[src/rtl/lane_box_if.sv]
// Painter request/pixel bundle: the controller drives start/mask/colour and the painter returns
// one VGA pixel write per cycle plus busy/done status.
interface lane_box_if #(
   parameter int PLAYERS = 2
);
   logic               start;
   logic [PLAYERS-1:0] player_mask;
   logic [2:0]         colour_in;
   logic [7:0]         x;
   logic [6:0]         y;
   logic [2:0]         colour;
   logic               plot;
   logic               busy;
   logic               done;

   modport master (
      output start, player_mask, colour_in,
      input  x, y, colour, plot, busy, done
   );

   modport slave (
      input  start, player_mask, colour_in,
      output x, y, colour, plot, busy, done
   );
endinterface

[src/rtl/lane_box_painter.sv]
// Repaints every enabled player's lane boxes, one pixel per cycle; first pixel is registered on the
// edge that accepts start. There is no backpressure: start is ignored while a repaint is in flight.
module lane_box_painter #(
   parameter int PLAYERS  = 2,
   parameter int X_BASE   = 38,
   parameter int X_STRIDE = 80,
   parameter int RIGHT_DX = 5,
   parameter int BOX_W    = 3,
   parameter int BOX_H    = 3
) (
   input  logic     clk,
   input  logic     reset,
   lane_box_if.slave bus
);

   typedef enum logic [1:0] {IDLE, PAINT, DONE} state_t;

   localparam logic [2:0] COL_LAST   = 3'(BOX_W - 1);
   localparam logic [2:0] ROW_LAST   = 3'(BOX_H - 1);
   localparam logic [4:0] LEFT_LAST  = 5'd16;
   localparam logic [4:0] RIGHT_LAST = 5'd15;

   state_t             state_q;
   logic [PLAYERS-1:0] mask_q;
   logic [2:0]         colour_q;
   logic [1:0]         ply_q;
   logic               side_q;
   logic [4:0]         idx_q;
   logic [2:0]         row_q;
   logic [2:0]         col_q;
   logic [7:0]         x_q;
   logic [6:0]         y_q;
   logic               plot_q;
   logic               busy_q;
   logic               done_q;

   logic [1:0]         ply_d;
   logic               side_d;
   logic [4:0]         idx_d;
   logic [2:0]         row_d;
   logic [2:0]         col_d;
   logic               last_pix;
   logic [1:0]         first_ply;
   logic [1:0]         nxt_ply;
   logic               nxt_found;

   function automatic logic [6:0] left_y(input logic [4:0] i);
      case (i)
         5'd0:  left_y = 7'd4;
         5'd1:  left_y = 7'd13;
         5'd2:  left_y = 7'd19;
         5'd3:  left_y = 7'd22;
         5'd4:  left_y = 7'd25;
         5'd5:  left_y = 7'd31;
         5'd6:  left_y = 7'd37;
         5'd7:  left_y = 7'd49;
         5'd8:  left_y = 7'd58;
         5'd9:  left_y = 7'd61;
         5'd10: left_y = 7'd67;
         5'd11: left_y = 7'd76;
         5'd12: left_y = 7'd82;
         5'd13: left_y = 7'd85;
         5'd14: left_y = 7'd88;
         5'd15: left_y = 7'd94;
         5'd16: left_y = 7'd97;
         default: left_y = 7'd0;
      endcase
   endfunction

   function automatic logic [6:0] right_y(input logic [4:0] i);
      case (i)
         5'd0:  right_y = 7'd7;
         5'd1:  right_y = 7'd10;
         5'd2:  right_y = 7'd16;
         5'd3:  right_y = 7'd28;
         5'd4:  right_y = 7'd34;
         5'd5:  right_y = 7'd40;
         5'd6:  right_y = 7'd43;
         5'd7:  right_y = 7'd46;
         5'd8:  right_y = 7'd52;
         5'd9:  right_y = 7'd55;
         5'd10: right_y = 7'd64;
         5'd11: right_y = 7'd70;
         5'd12: right_y = 7'd73;
         5'd13: right_y = 7'd79;
         5'd14: right_y = 7'd91;
         5'd15: right_y = 7'd100;
         default: right_y = 7'd0;
      endcase
   endfunction

   // Coordinates wrap silently; boxes near the frame edge are not clipped.
   function automatic logic [7:0] pix_x(input logic [1:0] p, input logic s, input logic [2:0] c);
      int v;
      v = X_BASE + int'(p) * X_STRIDE + (s ? RIGHT_DX : 0) + int'(c);
      return v[7:0];
   endfunction

   function automatic logic [6:0] pix_y(input logic s, input logic [4:0] i, input logic [2:0] r);
      logic [6:0] b;
      b = s ? right_y(i) : left_y(i);
      return b + {4'd0, r};
   endfunction

   always_comb begin
      first_ply = '0;
      for (int p = PLAYERS - 1; p >= 0; p--) begin
         if (bus.player_mask[p]) first_ply = 2'(p);
      end
      nxt_ply   = '0;
      nxt_found = 1'b0;
      for (int p = PLAYERS - 1; p >= 0; p--) begin
         if (mask_q[p] && (p > int'(ply_q))) begin
            nxt_ply   = 2'(p);
            nxt_found = 1'b1;
         end
      end

      ply_d    = ply_q;
      side_d   = side_q;
      idx_d    = idx_q;
      row_d    = row_q;
      col_d    = col_q;
      last_pix = 1'b0;
      // Odometer: column, row, table index, side, then next enabled player.
      if (col_q != COL_LAST) begin
         col_d = col_q + 3'd1;
      end else begin
         col_d = '0;
         if (row_q != ROW_LAST) begin
            row_d = row_q + 3'd1;
         end else begin
            row_d = '0;
            if (idx_q != (side_q ? RIGHT_LAST : LEFT_LAST)) begin
               idx_d = idx_q + 5'd1;
            end else begin
               idx_d = '0;
               if (!side_q) begin
                  side_d = 1'b1;
               end else begin
                  side_d   = 1'b0;
                  ply_d    = nxt_ply;
                  last_pix = !nxt_found;
               end
            end
         end
      end
   end

   always_ff @(posedge clk or posedge reset) begin
      if (reset) begin
         state_q  <= IDLE;
         mask_q   <= '0;
         colour_q <= '0;
         ply_q    <= '0;
         side_q   <= 1'b0;
         idx_q    <= '0;
         row_q    <= '0;
         col_q    <= '0;
         x_q      <= '0;
         y_q      <= '0;
         plot_q   <= 1'b0;
         busy_q   <= 1'b0;
         done_q   <= 1'b0;
      end else begin
         case (state_q)
            IDLE: begin
               plot_q <= 1'b0;
               busy_q <= 1'b0;
               done_q <= 1'b0;
               if (bus.start) begin
                  mask_q   <= bus.player_mask;
                  colour_q <= bus.colour_in;
                  ply_q    <= first_ply;
                  side_q   <= 1'b0;
                  idx_q    <= '0;
                  row_q    <= '0;
                  col_q    <= '0;
                  if (|bus.player_mask) begin
                     state_q <= PAINT;
                     plot_q  <= 1'b1;
                     busy_q  <= 1'b1;
                     x_q     <= pix_x(first_ply, 1'b0, 3'd0);
                     y_q     <= pix_y(1'b0, 5'd0, 3'd0);
                  end else begin
                     state_q <= DONE;
                     done_q  <= 1'b1;
                  end
               end
            end
            PAINT: begin
               if (last_pix) begin
                  state_q <= DONE;
                  plot_q  <= 1'b0;
                  busy_q  <= 1'b0;
                  done_q  <= 1'b1;
               end else begin
                  ply_q  <= ply_d;
                  side_q <= side_d;
                  idx_q  <= idx_d;
                  row_q  <= row_d;
                  col_q  <= col_d;
                  x_q    <= pix_x(ply_d, side_d, col_d);
                  y_q    <= pix_y(side_d, idx_d, row_d);
               end
            end
            DONE: begin
               done_q  <= 1'b0;
               state_q <= IDLE;
            end
            default: state_q <= IDLE;
         endcase
      end
   end

   assign bus.x      = x_q;
   assign bus.y      = y_q;
   assign bus.colour = colour_q;
   assign bus.plot   = plot_q;
   assign bus.busy   = busy_q;
   assign bus.done   = done_q;

endmodule

[src/flat_wrapper.sv]
// flat-port wrapper written by rule: the top's interface ports become plain ports
module lane_box_painter_flat 
#(
   parameter int PLAYERS  = 2,
   parameter int X_BASE   = 38,
   parameter int X_STRIDE = 80,
   parameter int RIGHT_DX = 5,
   parameter int BOX_W    = 3,
   parameter int BOX_H    = 3
)
  (clk, reset, bus_start, bus_player_mask, bus_colour_in, bus_x, bus_y, bus_colour, bus_plot, bus_busy, bus_done);
  lane_box_if #(.PLAYERS(PLAYERS)) bus_i ();
  input  logic clk;
  input  logic reset;
  input wire logic [$bits(bus_i.start)-1:0] bus_start;
  input wire logic [$bits(bus_i.player_mask)-1:0] bus_player_mask;
  input wire logic [$bits(bus_i.colour_in)-1:0] bus_colour_in;
  output wire logic [$bits(bus_i.x)-1:0] bus_x;
  output wire logic [$bits(bus_i.y)-1:0] bus_y;
  output wire logic [$bits(bus_i.colour)-1:0] bus_colour;
  output wire logic [$bits(bus_i.plot)-1:0] bus_plot;
  output wire logic [$bits(bus_i.busy)-1:0] bus_busy;
  output wire logic [$bits(bus_i.done)-1:0] bus_done;
  assign bus_i.start = bus_start;
  assign bus_i.player_mask = bus_player_mask;
  assign bus_i.colour_in = bus_colour_in;
  assign bus_x = bus_i.x;
  assign bus_y = bus_i.y;
  assign bus_colour = bus_i.colour;
  assign bus_plot = bus_i.plot;
  assign bus_busy = bus_i.busy;
  assign bus_done = bus_i.done;
  lane_box_painter #(.PLAYERS(PLAYERS), .X_BASE(X_BASE), .X_STRIDE(X_STRIDE), .RIGHT_DX(RIGHT_DX), .BOX_W(BOX_W), .BOX_H(BOX_H)) u_core (.clk(clk), .reset(reset), .bus(bus_i));
endmodule
[config.mk]
export PLATFORM = sky130hd
export DESIGN_NAME = lane_box_painter_flat
export DESIGN_NICKNAME = d
export VERILOG_FILES = /design/src/rtl/lane_box_if.sv /design/src/rtl/lane_box_painter.sv /design/src/flat_wrapper.sv
export SDC_FILE = /design/constraint.sdc
export NUM_CORES = 1
export LEC_CHECK = 0
export BUFFER_PORTS_ARGS = -buffer_cell sky130_fd_sc_hd__buf_2
export CORE_ASPECT_RATIO = 1.5
export CORE_MARGIN = 3
export CORE_UTILIZATION = 65
export CTS_CLUSTER_SIZE = 25
export DETAILED_ROUTE_END_ITERATION = 7
export GPL_ROUTABILITY_DRIVEN = 0
export PLACE_DENSITY = 0.86
export SYNTH_ARGS = -nofsm -noshare
export SYNTH_HDL_FRONTEND = slang
export SYNTH_SLANG_ARGS = --single-unit
[constraint.sdc]
create_clock -name clk -period 7.1 [get_ports clk]
set_input_delay 2.13 -clock clk [delete_from_list [all_inputs] [get_ports clk]]
set_output_delay 2.13 -clock clk [all_outputs]
set_load 0.01 [all_outputs]
==> impl_metrics.toml, run 1 <==
[cts]
clk_latency_ns = 0.29
post_cts_resized = 0
path_clk_slew_ns = 0.08
cts_num_sinks = 37
htreeDepth = 2
clockBufferDepth = 2
postCtsSetupRepairBufs = 0
cts.hold.buffers_added = 0
clockRootBuffer = "clkbuf_8"
cts_tree = "built"
numCtsBuffers = 5

[final_layout]
num_antenna_cells = 0
layout_commonest_cell = "dfrtp_1"
final_area_sq_um = 3240
nets = 400
area_delta_synth_final_pct = 8.47
drive_above_1_share_pct = 16.5
final_cell_mix = "dfrtp_1 (37), nand2_1 (30), buf_2 (28)"

[worst_setup_path]
cp-start-kind = "register"
crit_path_max_fanout = 13
cp_cell_sequence = "nor3b_2 > nand2_1 > a21oi_1 > inv_1 > ha_1 > nand2b_1 > o311ai_0 > o21ai_0 > nor2_1 > a311oi_1 > ha_1 > a21o_1 > a21oi_1 > a2111oi_2 > xnor2_1 > a22o_1"
rr_worst_depth = 16
r2r_end = "u_core.bus.y[5]$_DFFE_PP0P_"
worst-r2r-setup-slack_ns = 2.42
cpPeakStageDelay_ns = 0.69
r2r_start = "u_core.col_q[1]$_DFFE_PP0P_"
cp-end-kind = "register"
critPathSlowestCell = "a21oi_1"
path_class = "reg -> reg"
worst_ep_arrival_time_ns = 4.87
cp.required_ns = 7.28

[run_status]
status = "complete, no violations"

[route]
drtIter0Drc = 255
viasPerCell = 6.76
drc = 0
drt_wl_total_um = 7600
wl_per_cell_um = 18.3
ant_nets = 0
vias = 2814
firstDrtPassIters = 5

[global_route]
track_usage_pct = 30.0
grt_pass1_vias = 2803
grt_pass1_wl_um = 12500
grt_max_degree = 38
grt-ovfl-total = 0
antenna_found_initial = 0

[hold_path]
worstHoldPathType = "reg -> reg"
hold_depth = 2
worstHoldStart = "u_core.bus.x[3]$_DFFE_PP0P_"
hold_end = "u_core.bus.x[3]$_DFFE_PP0P_"

[yosys]
seq_area_frac_synth_pct = 31.0
synth_warnings = 0
synth_ff_type = "dfrtp_1"
syn_avg_cell_area_sq_um = 8.55
synth_edf_count = 0
synth-seq-cells = 37
synthesis.area_sq_um = 2980
synthesis.nets = 380
async_flop_share_pct = 100
synth_cells = 349
synth_cell_types = 64

[timing]
tightest_slew_ns = 0.759
period_share_pct = 66.0
finalHoldViolations = 0
fmax_ghz = 0.214
fin_skew_ns = 0.00680
relSlewSlack_pct = 49.4
slew_viol_final = 0
period_needed_ns = 4.68
setup_violations = 0
finalSetupTns_ns = 0
rsz0062_at_grt = "no"

[die]
die_height_um = 89.0
die-area_sq_um = 5460
core_region_area_sq_um = 4320
io_pins = 29
num_rows = 29
dieWidth_um = 61.3
start_util_pct = 69.1

[power]
p_int_uw = 507
leakage_uw = 0.00142
pwr-share-seq_pct = 35.3
p_comb_share_pct = 41.7
p_switching_uw = 338
p_clk_share_pct = 23.0
switching_share_pct = 40.0
power.density_nw_per_um2 = 261
irDropWorstVdd_v = 0.000108

[placed_design]
place_hpwl_um = 5600
post_dp_cell_area_sq_um = 3120
port_buffers = 28

[flow_run]
maxCapViolations = 0
-- through the flow --
step / instances / total power, uW / setup WS, ns / hold WS, ns / utilization (%)
2_1_floorplan: 349 / 547 / 3.09 / 0.471 / -
3_3_place_gp: 408 / 632 / 2.78 / 0.448 / 72.2
3_5_place_dp: 408 / 649 / 2.56 / 0.450 / 72.2
4_1_cts: 416 / 842 / 2.50 / 0.467 / 75.0
5_1_grt: 416 / 899 / 1.89 / 0.507 / 75.0
6_report: 416 / 845 / 2.42 / 0.464 / 75.0
-- routing by layer --
layer	share of wire, %	vias to the layer above	track usage (%)	wire [um]
li1	-	1316	-	-
met1	38	1346	31.9	2870
met2	53	114	54.1	4040
met3	4.2	38	4.19	318
met4	4.8	0	17.8	367
met5	0	-	0	0
-- power groups by stage --
stage | clock network, uW | registers (uW) | logic (uW)
after CTS | 193 | 298 | 350
after floorplan | 0 | 312 | 236
after global placement | 0 | 298 | 334
after global routing | 203 | 306 | 390
final | 194 | 298 | 353
after detailed placement | 0 | 301 | 348
-- registers in the layout (all words and copies together), names as in the netlist --
name               flops
u_core.bus.x           8
u_core.state_q         2
u_core.mask_q          1
u_core.side_q          1
u_core.bus.done        1
u_core.bus.y           7
u_core.ply_q           2
u_core.row_q           3
u_core.bus.plot        1
u_core.col_q           3
u_core.idx_q           5
u_core.bus.colour      3
-- cells in the mapped netlist, drive strengths merged, types with 2 or more instances --
cell type	number	area [sq um]
dfrtp	37	926
nand2	31	119
o21ai	26	134
a21oi	25	125
nand3	25	130
nor2	25	96.4
inv	22	82.6
ha	21	263
clkbuf	10	37.5
a22o	8	70.1
xnor2	8	70.1
buf	7	50.1
and2	6	37.5
nand2b	6	37.5
nor3	6	30.0
mux2	5	56.3
nor3b	5	47.5
o31ai	5	51.3
xor2	5	43.8
a31oi	4	25.0
nand4	4	25.0
o311ai	4	42.6
a211oi	3	22.5
a311oi	3	26.3
nand4b	3	26.3
nor4b	3	41.3
o2111ai	3	26.3
o211ai	3	22.5
or2	3	18.8
or4	3	26.3
a2111oi	2	30.0
a21o	2	15.0
a22oi	2	15.0
and3	2	12.5
fa	2	40.0
nor2b	2	12.5
o22ai	2	12.5
o2bb2ai	2	17.5
or3b	2	17.5
-- area by class of cell --
type	instances	area, sq um
tap	46	57.6
timing repair buffer	30	155
clock inverter	2	37.5
multi-input combinational	273	1900
inverter	22	82.6
sequential	37	926
fill	327	1080
clock buffer	6	82.6
-- cells by family after synthesis --
logic type / share of synthesized area [%]
simple gates: 23.8
compound gates: 23.3
buf+inv: 5.70
flops: 31.0
fa+ha+maj: 10.1
xor+xnor: 3.82
mux: 2.22
-- how the worst max path moves through the flow --
stage / end / depth (start not counted) / startpoint
floorplan: u_core.bus.y[5]$_DFFE_PP0P_ / 18 / u_core.idx_q[1]$_DFFE_PP0P_
global placement: u_core.bus.y[5]$_DFFE_PP0P_ / 17 / u_core.idx_q[3]$_DFFE_PP0P_
CTS: u_core.bus.y[5]$_DFFE_PP0P_ / 16 / u_core.col_q[1]$_DFFE_PP0P_
finish: u_core.bus.y[5]$_DFFE_PP0P_ / 16 / u_core.col_q[1]$_DFFE_PP0P_
detailed placement: u_core.bus.y[5]$_DFFE_PP0P_ / 16 / u_core.col_q[0]$_DFFE_PP0P_
global route: u_core.bus.y[5]$_DFFE_PP0P_ / 16 / u_core.col_q[1]$_DFFE_PP0P_
-- worst max-delay path, delay by kind of cell (launching register included) --
kind                     cells  cell delay, ns
flip-flops                   1            0.45
AO/OA/AOI/OAI                8            2.08
XOR/XNOR                     1            0.15
adder cells (fa/ha/maj)      2            0.68
AND/OR/NAND/NOR              4            0.95
buffers and inverters        1            0.25
Power figures use the tool's default switching activity.
==> inputs of run 2 (changes only) <==
--- a/config.mk
+++ b/config.mk
@@ -5,14 +5,15 @@
 export SDC_FILE = /design/constraint.sdc
 export NUM_CORES = 1
 export LEC_CHECK = 0
+export ABC_AREA = 1
 export BUFFER_PORTS_ARGS = -buffer_cell sky130_fd_sc_hd__buf_2
 export CORE_ASPECT_RATIO = 1.5
 export CORE_MARGIN = 3
-export CORE_UTILIZATION = 65
+export CORE_UTILIZATION = 54
 export CTS_CLUSTER_SIZE = 25
 export DETAILED_ROUTE_END_ITERATION = 7
 export GPL_ROUTABILITY_DRIVEN = 0
-export PLACE_DENSITY = 0.86
+export PLACE_DENSITY = 0.77
 export SYNTH_ARGS = -nofsm -noshare
 export SYNTH_HDL_FRONTEND = slang
 export SYNTH_SLANG_ARGS = --single-unit
==> constraint.sdc (replaced) <==
create_clock -name clk -period 3.85 [get_ports clk]
set_input_delay 1.155 -clock clk [delete_from_list [all_inputs] [get_ports clk]]
set_output_delay 1.155 -clock clk [all_outputs]
set_load 0.01 [all_outputs]
==> impl_metrics.toml, run 2 <==
[run_status]
status = "complete, no violations"

[timing]
finalSetupTns_ns = 0
tightest_slew_ns = 0.467
period_share_pct = 88.1
period_needed_ns = 3.39
setup_violations = 0
fmax_ghz = 0.295
rsz0062_at_grt = "no"
slew_viol_final = 0
relSlewSlack_pct = 68.9
fin_skew_ns = 0.00862
finalHoldViolations = 0

[final_layout]
final_cell_mix = "nand2_1 (101), inv_1 (44), dfrtp_1 (37)"
fillers = 465
nets = 430
final_cells = 466
num_antenna_cells = 0
area_delta_synth_final_pct = 9.51
layout_commonest_cell = "nand2_1"
drive_above_1_share_pct = 18.5
largest_register_ffs = 8

[power]
pwr-share-seq_pct = 36.8
leakage_uw = 0.00160
p_switching_uw = 660
p_comb_share_pct = 45.5
p_clk_share_pct = 17.7
irDropWorstVdd_v = 0.000490
switching_share_pct = 43.8
p_int_uw = 845
power.density_nw_per_um2 = 490

[worst_setup_path]
crit_path_max_fanout = 8
path_class = "reg -> reg"
cpPeakStageDelay_ns = 0.41
cp-end-kind = "register"
worst_ep_arrival_time_ns = 3.57
cp.required_ns = 4.03
cp_cell_sequence = "nand2_1 > nor2_4 > nand2_1 > nand2_2 > nand2_1 > nand2_1 > nand2_1 > nand2_1 > inv_1 > ha_1 > nor3_1 > a21oi_1 > o21ai_0 > o22ai_1 > ha_1 > fa_1 > a21o_1 > a21oi_1 > o21ai_1"
critPathSlowestCell = "dfrtp_1"
cp.buffers_inverters = 1
r2r_start = "u_core.idx_q[1]$_DFFE_PP0P_"
cp-startpoint = "u_core.idx_q[1]$_DFFE_PP0P_"
cp_common_cell = "nand2_1"
cp-start-kind = "register"
critPathTopFamily = "simple AND/OR/NAND/NOR gates"

[global_route]
grt-ovfl-total = 0
antenna_found_initial = 0
grt_pass1_wl_um = 10800
grt_pass1_vias = 2431
track_usage_pct = 22.3
grt_max_degree = 38

[cts]
clockBufferDepth = 2
cts_num_sinks = 37
clk_latency_ns = 0.29
post_cts_resized = 0
numCtsBuffers = 5
path_clk_slew_ns = 0.08
postCtsSetupRepairBufs = 0
htreeDepth = 2
clockRootBuffer = "clkbuf_8"
cts.hold.buffers_added = 0
cts_tree = "built"

[route]
wl_met3_um = 226
drc = 0
wl_met1_um = 2570
wl_met2_um = 3310
drt_wl_total_um = 6280
viasPerCell = 5.48
drtIter0Drc = 195
vias = 2553
wl_per_cell_um = 13.5
top_layer = "met4"
firstDrtPassIters = 6
ant_nets = 0

[die]
start_util_pct = 56.9
io_pins = 29
die-area_sq_um = 6110
num_rows = 31
core_region_area_sq_um = 4930
die_height_um = 94.2
dieWidth_um = 64.8

[yosys]
async_flop_share_pct = 100
synth_cells = 368
yosysMostFrequentCell = "nand2_1"
synth-seq-cells = 37
synth.area.top_cells = "dfrtp_1 (33%), nand2_1 (14%), ha_1 (9.4%)"
synthesis.area_sq_um = 2800
synthTopCellsByCount = "nand2_1 (101), inv_1 (44), dfrtp_1 (37), nor2_1 (24), ha_1 (21)"
synthesis.nets = 399
synth_warnings = 0
synth_top_cell_by_area = "dfrtp_1"
synth_ff_type = "dfrtp_1"
synth_cell_types = 44
seq_area_frac_synth_pct = 33.0
synth_edf_count = 0
syn_avg_cell_area_sq_um = 7.62
yosysTopAreaCellShare_pct = 33.0

[flow_run]
maxCapViolations = 0

[placed_design]
placedCellCount = 458
place_hpwl_um = 4880
port_buffers = 28

[hold_path]
worstHoldStart = "u_core.bus.x[1]$_DFFE_PP0P_"
worstHoldPathType = "reg -> reg"
run 2: worst paths after layout:
check,slack (ns),cells past startpoint,end
setup / recovery,0.46,19,u_core.bus.y[4]$_DFFE_PP0P_
hold / removal,0.47,2,u_core.bus.x[1]$_DFFE_PP0P_
setup reg to reg,0.46,19,u_core.bus.y[4]$_DFFE_PP0P_
hold reg to reg,0.47,2,u_core.bus.x[1]$_DFFE_PP0P_
max in group asynchronous,2.56,3,u_core.ply_q[0]$_DFFE_PP0P_
min in group asynchronous,0.96,3,u_core.row_q[2]$_DFFE_PP0P_
run 2: layer usage:
layer  track usage [%]  vias up
li1                  -     1270
met1              26.6     1187
met2              40.6       75
met3              2.51       21
met4              7.58        0
met5                 0        -
run 2: metrics by stage:
step                      setup WS, ns  total power (uW)  instance area [sq um]  hold WS [ns]  util, %
after floorplan                  0.793              1070                   2800         0.449        -
after global placement           0.588              1230                   2980         0.452     60.6
after detailed placement         0.488              1250                   2980         0.460     60.6
after CTS                        0.447              1520                   3070         0.480     62.3
after global routing            0.0489              1630                   3070         0.502     62.3
final                            0.460              1510                   3070         0.472     62.3
run 2: power by group through the flow:
stage               clock (uW)  sequential [uW]  combinational [uW]
finish                     266              554                 685
global placement             0              558                 676
detailed placement           0              561                 684
floorplan                    0              584                 481
global route               291              566                 776
CTS                        273              555                 689
run 2: final cells by class:
type                            count  area [sq um]  area share [%]
Clock buffer                        5          68.8            2.24
Inverter                           53           200            6.52
Sequential cell                    37           926            30.2
Timing Repair Buffer               30           155            5.06
Clock inverter                      3          17.5           0.571
Tap cell                           66          82.6            2.69
Multi-Input combinational cell    272          1620            52.8
run 2: cells by family (layout without fill, tap and decap cells):
family	Yosys count	count (layout)	share of synthesized area [%]
fa+ha+maj	23	23	10.8
compound gates	65	65	15.0
simple gates	180	180	30.7
buf+inv	59	91	9.20
flops	37	37	33.0
xor+xnor	4	4	1.25
run 2: tightest hold or removal path: stages, from the launching register on:
cell and delay [ns]:
dfrtp_1 0.34, nand2_1 0.05, nand2_1 0.05
==> inputs of run 3 (changes only) <==
--- a/config.mk
+++ b/config.mk
@@ -9,11 +9,12 @@
 export BUFFER_PORTS_ARGS = -buffer_cell sky130_fd_sc_hd__buf_2
 export CORE_ASPECT_RATIO = 1.5
 export CORE_MARGIN = 3
-export CORE_UTILIZATION = 54
+export CORE_UTILIZATION = 59
 export CTS_CLUSTER_SIZE = 25
 export DETAILED_ROUTE_END_ITERATION = 7
 export GPL_ROUTABILITY_DRIVEN = 0
-export PLACE_DENSITY = 0.77
+export PLACE_DENSITY = 0.8
+export SETUP_SLACK_MARGIN = 0.1
 export SYNTH_ARGS = -nofsm -noshare
 export SYNTH_HDL_FRONTEND = slang
 export SYNTH_SLANG_ARGS = --single-unit
==> constraint.sdc (replaced) <==
create_clock -name clk -period 3.3 [get_ports clk]
set_input_delay 0.99 -clock clk [delete_from_list [all_inputs] [get_ports clk]]
set_output_delay 0.99 -clock clk [all_outputs]
set_load 0.05 [all_outputs]
==> impl_metrics.toml, run 3 (same netlist as run 2, synthesis figures left out) <==
[global_route]
grt_max_degree = 38
grt_pass1_wl_um = 11700
track_usage_pct = 25.8
grt_pass1_vias = 2663
grt-ovfl-total = 0
antenna_found_initial = 0

[worst_setup_path]
cpPeakStageDelay_ns = 0.41
critPathTopFamily = "simple AND/OR/NAND/NOR gates"
crit_path_max_fanout = 6
cp-start-kind = "register"
cp-end-kind = "register"
cp.buffers_inverters = 4
worst-r2r-setup-slack_ns = 0.20
path_class = "reg -> reg"
worst_ep_arrival_time_ns = 3.34
cp_common_cell = "nand2_1"
cp_cell_sequence = "inv_2 > nand3_2 > nor2_4 > buf_6 > nand2_1 > nand2_1 > nand2_1 > buf_6 > ha_2 > inv_1 > nand2_1 > a31oi_2 > o22ai_2 > ha_2 > fa_2 > a21o_1 > nand3_2 > nor2_1 > nand2_1 > nand3_1 > nand2_1"
cp.required_ns = 3.54
critPathSlowestCell = "dfrtp_1"

[power]
leakage_uw = 0.00171
power.density_nw_per_um2 = 626
irDropWorstVdd_v = 0.000574

[timing]
tightest_slew_ns = 0.465
fin_skew_ns = 0.00969
finalHoldViolations = 0
slew_viol_final = 0
fmax_ghz = 0.323
finalSetupTns_ns = 0
period_share_pct = 93.9
setup_violations = 0
period_needed_ns = 3.10
setup_ws_ns = 0.203
rsz0062_at_grt = "yes"
relSlewSlack_pct = 69.0

[placed_design]
port_buffers = 28
post_dp_cell_area_sq_um = 3000
placedCellCount = 459
dp_slack_ns = 0.0532
place_hpwl_um = 5130

[final_layout]
area_delta_synth_final_pct = 21.0
final_area_sq_um = 3390
nets = 449
final_cell_mix = "nand2_1 (97), inv_1 (41), dfrtp_1 (36)"
largest_register_ffs = 8
layout_commonest_cell = "nand2_1"
drive_above_1_share_pct = 28.4
num_antenna_cells = 0
final_cells = 483

[die]
dieWidth_um = 62.3
core_region_area_sq_um = 4540
io_pins = 29
die_height_um = 90.4
die-area_sq_um = 5630
start_util_pct = 61.7
num_rows = 30

[cts]
cts.hold.buffers_added = 0
path_clk_slew_ns = 0.08
cts_num_sinks = 37
htreeDepth = 2
numCtsBuffers = 5
clockRootBuffer = "clkbuf_8"
cts_tree = "built"
clockBufferDepth = 2
clk_latency_ns = 0.30

[route]
vias = 2669
drt_wl_total_um = 7160
ant_nets = 0
firstDrtPassIters = 5
drtIter0Drc = 220
wl_per_cell_um = 14.8
drc = 0
viasPerCell = 5.53

[flow_run]
maxCapViolations = 0

[run_status]
status = "complete, no violations"

[hold_path]
worstHoldPathType = "reg -> reg"
-- run 3: cell count changes in the layout (fill, tap and decap cells not counted), moves of 4 or more --
| cell | change |
|---|---|
| buf_4 | +17 |
| ha_1 | -5 |
| ha_2 | +4 |
| nand2_1 | -4 |
-- run 3: worst reg2reg max path, delay by kind of cell (launching register included) --
kind	cells	cell delay [ns]
and+or+nand+nor	11	0.90
DFF	1	0.41
AOI/OAI and AO/OA	3	0.56
buffers and inverters	4	0.42
adders and majority gates	3	0.76
-- run 3: repair_timing --
item                       in CTS  in global routing
pin swaps                       0                 10
gates resized for setup         1                 39
buffers inserted                0                 16
setup endpoints to repair       3                 10
-- run 3: worst paths after layout --
kind | startpoint | endpoint | cells past startpoint
max | u_core.col_q[0]$_DFFE_PP0P_ | u_core.bus.y[6]$_DFFE_PP0P_ | 21
min | u_core.bus.x[1]$_DFFE_PP0P_ | u_core.bus.x[1]$_DFFE_PP0P_ | 2
max reg2reg | u_core.col_q[0]$_DFFE_PP0P_ | u_core.bus.y[6]$_DFFE_PP0P_ | 21
min reg2reg | u_core.bus.x[1]$_DFFE_PP0P_ | u_core.bus.x[1]$_DFFE_PP0P_ | 2
max in group asynchronous | reset | u_core.side_q$_DFFE_PP0P_ | 3
min in group asynchronous | reset | u_core.state_q[1]$_DFFE_PP0P_ | 3
-- run 3: layout make-up --
type / instances / area [sq um]
Clock inverter: 3 / 46.3
Sequential cell: 37 / 927
Multi-Input combinational cell: 272 / 1760
Fill cell: 328 / 1150
Tap cell: 64 / 80.1
Timing Repair Buffer: 49 / 305
Inverter: 53 / 203
Clock buffer: 5 / 68.8
-- run 3: power by group --
part / leakage (uW) / switching, uW / total [uW] / internal [uW]
clock: 0.0000543 / 176 / 402 / 226
combinational: 0.00117 / 791 / 1080 / 284
sequential: 0.000483 / 72.0 / 645 / 573
-- run 3: metal layers --
metal | wire length (um) | track usage [%] | vias to the layer above
met5 | 0 | 0 | -
met4 | 360 | 16.0 | 0
met3 | 283 | 3.49 | 36
met2 | 3700 | 45.1 | 91
met1 | 2810 | 29.3 | 1235
li1 | - | - | 1307
-- run 3: stage by stage --
stage               power, uW  utilization (%)  hold slack, ns
floorplan                1480                -           0.449
global route             2270             74.7           0.501
global placement         1680             66.1           0.452
CTS                      2110             68.8           0.473
detailed placement       1700             66.1           0.454
finish                   2120             74.7           0.468
